==> config.mk <==
export PLATFORM = sky130hd
export DESIGN_NAME = fifo_sync_flags_flat
export DESIGN_NICKNAME = d
export VERILOG_FILES = /design/src/rtl/fifo_sync_flags_pkg.sv /design/src/rtl/fifo_sync_flags_if.sv /design/src/rtl/fifo_sync_flags_ram.sv /design/src/rtl/fifo_sync_flags.sv /design/src/flat_wrapper.sv
export SDC_FILE = /design/constraint.sdc
export NUM_CORES = 1
export LEC_CHECK = 0
export ABC_AREA = 1
export ABC_CLOCK_PERIOD_IN_PS = 3900
export BUFFER_PORTS_ARGS = -buffer_cell sky130_fd_sc_hd__buf_2
export CORE_ASPECT_RATIO = 0.5
export CORE_MARGIN = 2
export CORE_UTILIZATION = 50
export DETAILED_ROUTE_END_ITERATION = 10
export PLACE_DENSITY = 0.7
export SYNTH_ARGS = -nofsm -noshare
export SYNTH_HDL_FRONTEND = slang
export SYNTH_HIERARCHICAL = 1
export SYNTH_SLANG_ARGS = --single-unit
==> constraint.sdc <==
create_clock -name clk -period 3.9 [get_ports clk]
set_input_delay 0.78 -clock clk [delete_from_list [all_inputs] [get_ports clk]]
set_output_delay 0.78 -clock clk [all_outputs]
set_load 0.03 [all_outputs]
==> src/rtl/fifo_sync_flags_pkg.sv <==
// Shared types, default sizing and helpers for the synchronous flag FIFO.
package fifo_sync_flags_pkg;

  localparam int DATA_WIDTH     = 8;
  localparam int DEF_FIFO_DEPTH = 16;
  localparam int DEF_AF_LEVEL   = DEF_FIFO_DEPTH - 2;
  localparam int DEF_AE_LEVEL   = 2;

  typedef enum logic {FIFO_STD, FIFO_FWFT} fifo_mode_e;

  // Fill-level width: one extra bit so that count == depth is representable.
  function automatic int cnt_w(input int depth);
    return $clog2(depth) + 1;
  endfunction

endpackage

==> src/rtl/fifo_sync_flags_if.sv <==
// Producer/consumer handshake bundle for the flag FIFO; slave is the FIFO side.
interface fifo_sync_flags_if #(
  parameter int DATA_WIDTH = fifo_sync_flags_pkg::DATA_WIDTH,
  parameter int DEPTH      = fifo_sync_flags_pkg::DEF_FIFO_DEPTH
);
  import fifo_sync_flags_pkg::*;

  logic                      Wr_enable;
  logic [DATA_WIDTH-1:0]     data_in;
  logic                      Read_enable;
  logic [DATA_WIDTH-1:0]     data_out;
  logic                      full;
  logic                      empty;
  logic                      almost_full;
  logic                      almost_empty;
  logic [cnt_w(DEPTH)-1:0]   count;
  logic                      overflow;
  logic                      underflow;

  modport master (
    output Wr_enable, data_in, Read_enable,
    input  data_out, full, empty, almost_full, almost_empty, count, overflow, underflow
  );

  modport slave (
    input  Wr_enable, data_in, Read_enable,
    output data_out, full, empty, almost_full, almost_empty, count, overflow, underflow
  );

endinterface

==> src/rtl/fifo_sync_flags_ram.sv <==
// DEPTH x DATA_WIDTH storage: synchronous write, asynchronous read.
module fifo_sync_flags_ram #(
  parameter int DATA_WIDTH = 8,
  parameter int DEPTH      = 16,
  parameter int AW         = $clog2(DEPTH)
) (
  input  logic                  clk,
  input  logic                  wr_en,
  input  logic [AW-1:0]         wr_addr,
  input  logic [DATA_WIDTH-1:0] wr_data,
  input  logic [AW-1:0]         rd_addr,
  output logic [DATA_WIDTH-1:0] rd_data
);

  logic [DATA_WIDTH-1:0] mem [DEPTH];

  always_ff @(posedge clk) begin
    if (wr_en) begin
      mem[wr_addr] <= wr_data;
    end
  end

  assign rd_data = mem[rd_addr];

endmodule

==> src/rtl/fifo_sync_flags.sv <==
// Single-clock FIFO with registered fill count, threshold flags, error pulses
// and selectable registered / first-word-fall-through read.
module fifo_sync_flags
  import fifo_sync_flags_pkg::*;
#(
  parameter int         DATA_WIDTH = fifo_sync_flags_pkg::DATA_WIDTH,
  parameter int         DEPTH      = DEF_FIFO_DEPTH,
  parameter int         AF_LEVEL   = DEPTH - 2,
  parameter int         AE_LEVEL   = DEF_AE_LEVEL,
  parameter fifo_mode_e MODE       = FIFO_STD
) (
  input  logic             clk,
  input  logic             reset,
  fifo_sync_flags_if.slave bus
);

  localparam int AW = $clog2(DEPTH);
  localparam int CW = cnt_w(DEPTH);
  localparam logic [CW-1:0] DEPTH_C = CW'(DEPTH);
  localparam logic [CW-1:0] AF_C    = CW'(AF_LEVEL);
  localparam logic [CW-1:0] AE_C    = CW'(AE_LEVEL);

  if (DEPTH < 4 || (DEPTH & (DEPTH - 1)) != 0) begin : g_bad_depth
    $error("fifo_sync_flags: DEPTH must be a power of two and at least 4");
  end
  if (!(AE_LEVEL > 0 && AE_LEVEL < AF_LEVEL && AF_LEVEL < DEPTH)) begin : g_bad_levels
    $error("fifo_sync_flags: need 0 < AE_LEVEL < AF_LEVEL < DEPTH");
  end

  logic [AW-1:0]         wr_ptr_reg;
  logic [AW-1:0]         rd_ptr_reg;
  logic [CW-1:0]         count_reg;
  logic [CW-1:0]         count_next;
  logic                  full_reg;
  logic                  empty_reg;
  logic                  af_reg;
  logic                  ae_reg;
  logic                  ovf_reg;
  logic                  unf_reg;
  logic                  wr_ok;
  logic                  rd_ok;
  logic [DATA_WIDTH-1:0] rd_data;

  // Acceptance uses registered flags only, so a write at full is dropped even
  // when a read pops in the same cycle.
  assign wr_ok = bus.Wr_enable   & ~full_reg;
  assign rd_ok = bus.Read_enable & ~empty_reg;

  always_comb begin
    count_next = count_reg;
    case ({wr_ok, rd_ok})
      2'b10:   count_next = count_reg + 1'b1;
      2'b01:   count_next = count_reg - 1'b1;
      default: count_next = count_reg;
    endcase
  end

  always_ff @(posedge clk or posedge reset) begin
    if (reset) begin
      wr_ptr_reg <= '0;
      rd_ptr_reg <= '0;
      count_reg  <= '0;
      full_reg   <= 1'b0;
      empty_reg  <= 1'b1;
      af_reg     <= 1'b0;
      ae_reg     <= 1'b1;
      ovf_reg    <= 1'b0;
      unf_reg    <= 1'b0;
    end else begin
      if (wr_ok) begin
        wr_ptr_reg <= wr_ptr_reg + 1'b1;
      end
      if (rd_ok) begin
        rd_ptr_reg <= rd_ptr_reg + 1'b1;
      end
      count_reg <= count_next;
      full_reg  <= (count_next == DEPTH_C);
      empty_reg <= (count_next == '0);
      af_reg    <= (count_next >= AF_C);
      ae_reg    <= (count_next <= AE_C);
      ovf_reg   <= bus.Wr_enable   & full_reg;
      unf_reg   <= bus.Read_enable & empty_reg;
    end
  end

  fifo_sync_flags_ram #(
    .DATA_WIDTH (DATA_WIDTH),
    .DEPTH      (DEPTH),
    .AW         (AW)
  ) u_ram (
    .clk     (clk),
    .wr_en   (wr_ok),
    .wr_addr (wr_ptr_reg),
    .wr_data (bus.data_in),
    .rd_addr (rd_ptr_reg),
    .rd_data (rd_data)
  );

  if (MODE == FIFO_STD) begin : g_std
    logic [DATA_WIDTH-1:0] dout_reg;

    // Holds the last popped word, including across underflow.
    always_ff @(posedge clk or posedge reset) begin
      if (reset) begin
        dout_reg <= '0;
      end else if (rd_ok) begin
        dout_reg <= rd_data;
      end
    end
    assign bus.data_out = dout_reg;
  end else begin : g_fwft
    assign bus.data_out = empty_reg ? '0 : rd_data;
  end

  assign bus.count        = count_reg;
  assign bus.full         = full_reg;
  assign bus.empty        = empty_reg;
  assign bus.almost_full  = af_reg;
  assign bus.almost_empty = ae_reg;
  assign bus.overflow     = ovf_reg;
  assign bus.underflow    = unf_reg;

endmodule

==> src/flat_wrapper.sv <==
// flat-port wrapper written by rule: the top's interface ports become plain ports
module fifo_sync_flags_flat import fifo_sync_flags_pkg::*;
#(
  parameter int         DATA_WIDTH = fifo_sync_flags_pkg::DATA_WIDTH,
  parameter int         DEPTH      = DEF_FIFO_DEPTH,
  parameter int         AF_LEVEL   = DEPTH - 2,
  parameter int         AE_LEVEL   = DEF_AE_LEVEL,
  parameter fifo_mode_e MODE       = FIFO_STD
)
  (clk, reset, bus_Wr_enable, bus_data_in, bus_Read_enable, bus_data_out, bus_full, bus_empty, bus_almost_full, bus_almost_empty, bus_count, bus_overflow, bus_underflow);
  fifo_sync_flags_if #(.DATA_WIDTH(DATA_WIDTH), .DEPTH(DEPTH)) bus_i ();
  input  logic clk;
  input  logic reset;
  input wire logic [$bits(bus_i.Wr_enable)-1:0] bus_Wr_enable;
  input wire logic [$bits(bus_i.data_in)-1:0] bus_data_in;
  input wire logic [$bits(bus_i.Read_enable)-1:0] bus_Read_enable;
  output wire logic [$bits(bus_i.data_out)-1:0] bus_data_out;
  output wire logic [$bits(bus_i.full)-1:0] bus_full;
  output wire logic [$bits(bus_i.empty)-1:0] bus_empty;
  output wire logic [$bits(bus_i.almost_full)-1:0] bus_almost_full;
  output wire logic [$bits(bus_i.almost_empty)-1:0] bus_almost_empty;
  output wire logic [$bits(bus_i.count)-1:0] bus_count;
  output wire logic [$bits(bus_i.overflow)-1:0] bus_overflow;
  output wire logic [$bits(bus_i.underflow)-1:0] bus_underflow;
  assign bus_i.Wr_enable = bus_Wr_enable;
  assign bus_i.data_in = bus_data_in;
  assign bus_i.Read_enable = bus_Read_enable;
  assign bus_data_out = bus_i.data_out;
  assign bus_full = bus_i.full;
  assign bus_empty = bus_i.empty;
  assign bus_almost_full = bus_i.almost_full;
  assign bus_almost_empty = bus_i.almost_empty;
  assign bus_count = bus_i.count;
  assign bus_overflow = bus_i.overflow;
  assign bus_underflow = bus_i.underflow;
  fifo_sync_flags #(.DATA_WIDTH(DATA_WIDTH), .DEPTH(DEPTH), .AF_LEVEL(AF_LEVEL), .AE_LEVEL(AE_LEVEL), .MODE(MODE)) u_core (.clk(clk), .reset(reset), .bus(bus_i));
endmodule
==> results.cfg <==
[timing]
tightestPinTransition_ns = 1.16
grt_setup_unrepaired = false
hold_viol = 0
hold_ws_ns = 0.468
final-setup-viol-count = 0
skew_ns = 0.00666
clock.fmax_mhz = 412
fin_tns_setup_ns = 0
period_needed_ns = 2.43
max-slew-margin-rel_pct = 22.2
slew_viol_final = 0
period_share_pct = 62.2

[die]
ios = 31
rows = 30
start_util_pct = 51.3
coreArea_mm2 = 0.0136
die_h_um = 87.3
die_w_um = 171
die-area_mm2 = 0.0149

[min_path]
whs_path_depth = 2
holdCritPathClass = flip-flop to flip-flop
holdPathEnd = u_core/bus.data_out[5]
min-delay-start = u_core/bus.data_out[5]

[detailed_routing]
viasPerCell = 5.03
num_vias = 4650
dr.pass1.iters = 6
drc = 0
wire_per_inst_um = 15.8
drt-initial-drc-count = 500
drtAntennaViolNets = 0
routed_wl_um = 14600

[clocking]
cts.path.max_buffers = 2
cts_resized = 0
cts_inserted_buffers = 17
postCtsSetupBuffers = 0
htreeDepth = 4
clkTransAtPathRegs_ns = 0.06
tritoncts = done
insertion_delay_ns = 0.41
clock-sinks = 155
hold_buffers = 0
root_buffer = clkbuf_16

[worst_setup_path]
r2r_start = u_core/bus.full
worstPathCellList = buf_2 > inv_1 > nor2_2 > inv_2 > ha_1 > nor2_2 > nor2_4 > ha_1 > inv_1 > o21a_1 > nand2_2 > nor2_4 > nand3_2 > nor2_1
cp.arrival_ns = 2.77
slowest_delay_ns = 0.33
worst_setup_path_end_kind = flip-flop
r2r-end = u_core/bus.full
cp_data_required_time_ns = 4.25
start_kind = input port
cp_max_fo = 9
crit_type = input port to flip-flop
reg2reg_setup_slack_ns = 1.51
ff2ff_path_depth = 12
slowest_stage = ha_1

[pwr]
powerDensity_mw_per_mm2 = 777
p_leak_nw = 3.50
irDropWorstVdd_mv = 0.589

[finish]
nets = 737
largest_reg_flops = 128
antennaDiodeCount = 0
layout-drive-gt1-share_pct = 12.7
layout_commonest_cell = nand2_1
area_growth_pct = 11.4
final_cell_mix = nand2_1, edfxtp_1, inv_1

[synth]
ys_seq_elements = 155
ys_types = 28
synth_top_area_share_pct = 55.3
synthTopCellsByArea = edfxtp_1, nand2_1, dfrtp_1, nand3_1, inv_1
syn_area_per_cell_um2 = 10.0
yosys_warnings = 6
yosysSeqAreaShare_pct = 65.1
synth_area_leader_cell = edfxtp_1
synth_cells = 694
synth_nets = 711
synth.cell_area_mm2 = 0.00695

[status]
outcome = finished clean

[global_route]
grt_pass1_wl_um = 22700
grt_pass1_vias = 4155
antenna_found_initial = 0
grt_overflow = 0
grt_use_total_pct = 21.0
grt_max_degree = 68

[place]
routabilityCongestion = 0.813
port_buffers = 30
place_hpwl_um = 9000

[job]
drv_cap = 0
[through the flow]
stage	total power [mW]	utilization (%)	area [µm²]	instances	setup WS, ns
after global placement	4.42	53.0	7180	893	1.14
final	6.01	57.1	7730	925	1.47
after detailed placement	4.48	53.0	7180	893	1.06
after global routing	6.37	57.1	7730	925	1.28
after floorplan	3.93	-	6950	694	1.27
after CTS	6.02	57.1	7730	925	1.50
[worst max path at each step]
| stage | endpoint | cells past startpoint | start |
|---|---|---|---|
| 2_1_floorplan | u_core/bus.full | 15 | bus_Read_enable |
| 3_3_place_gp | u_core/bus.full | 14 | bus_Wr_enable |
| 3_5_place_dp | u_core/bus.almost_empty | 17 | bus_Wr_enable |
| 4_1_cts | u_core/bus.full | 14 | bus_Wr_enable |
| 5_1_grt | u_core/bus.empty | 14 | bus_Wr_enable |
| 6_report | u_core/bus.full | 14 | bus_Wr_enable |
[worst max-delay path: cells and delay by family]
family / cells / cell delay, ns
AO/OA/AOI/OAI: 1 / 0.17
buffers and inverters: 4 / 0.27
adder cells (fa/ha/maj): 2 / 0.59
AND/OR/NAND/NOR: 7 / 0.95
[final cells by class]
| class | instances | area [µm²] |
|---|---|---|
| fillers | 1127 | 5820 |
| flip-flops and latches | 155 | 4520 |
| multi-input cells | 392 | 1780 |
| clock buffers | 23 | 499 |
| inverters | 120 | 453 |
| well taps | 192 | 240 |
| repair buffers | 34 | 180 |
| clock inverters | 9 | 58.8 |
[power by group]
part           switching, mW  total, mW  internal [mW]
Sequential             0.166       2.24           2.08
Combinational           1.60       2.24          0.640
Clock                  0.625       1.53          0.902
[cell families after synthesis]
| family | after synthesis | share of synthesized area (%) |
|---|---|---|
| and+or+nand+nor | 375 | 23.3 |
| xor gates and xnor gates | 8 | 1.01 |
| buffers and inverters | 147 | 9.26 |
| DFF | 155 | 65.1 |
| AOI/OAI and AO/OA | 4 | 0.414 |
| adders and majority gates | 5 | 0.901 |
[cell usage after synthesis, drive strengths merged]
cell type  count
nand2        239
edfxtp       128
inv          119
nand3        104
buf           27
nor2          27
dfrtp         25
ha             5
xnor2          5
nand3b         3
xor2           3
dfstp          2
nand4          2
a21boi         1
a21oi          1
clkinv         1
o21a           1
o21ai          1
[per-layer routing]
| layer | share of wire, % | global-route usage, % | wire [µm] |
|---|---|---|---|
| met1 | 47 | 30.7 | 6860 |
| met4 | 0.48 | 5.44 | 70 |
| met5 | 0 | 0 | 0 |
| met3 | 7.1 | 5.00 | 1040 |
| met2 | 45 | 31.9 | 6630 |
Power figures use the tool's default switching activity.
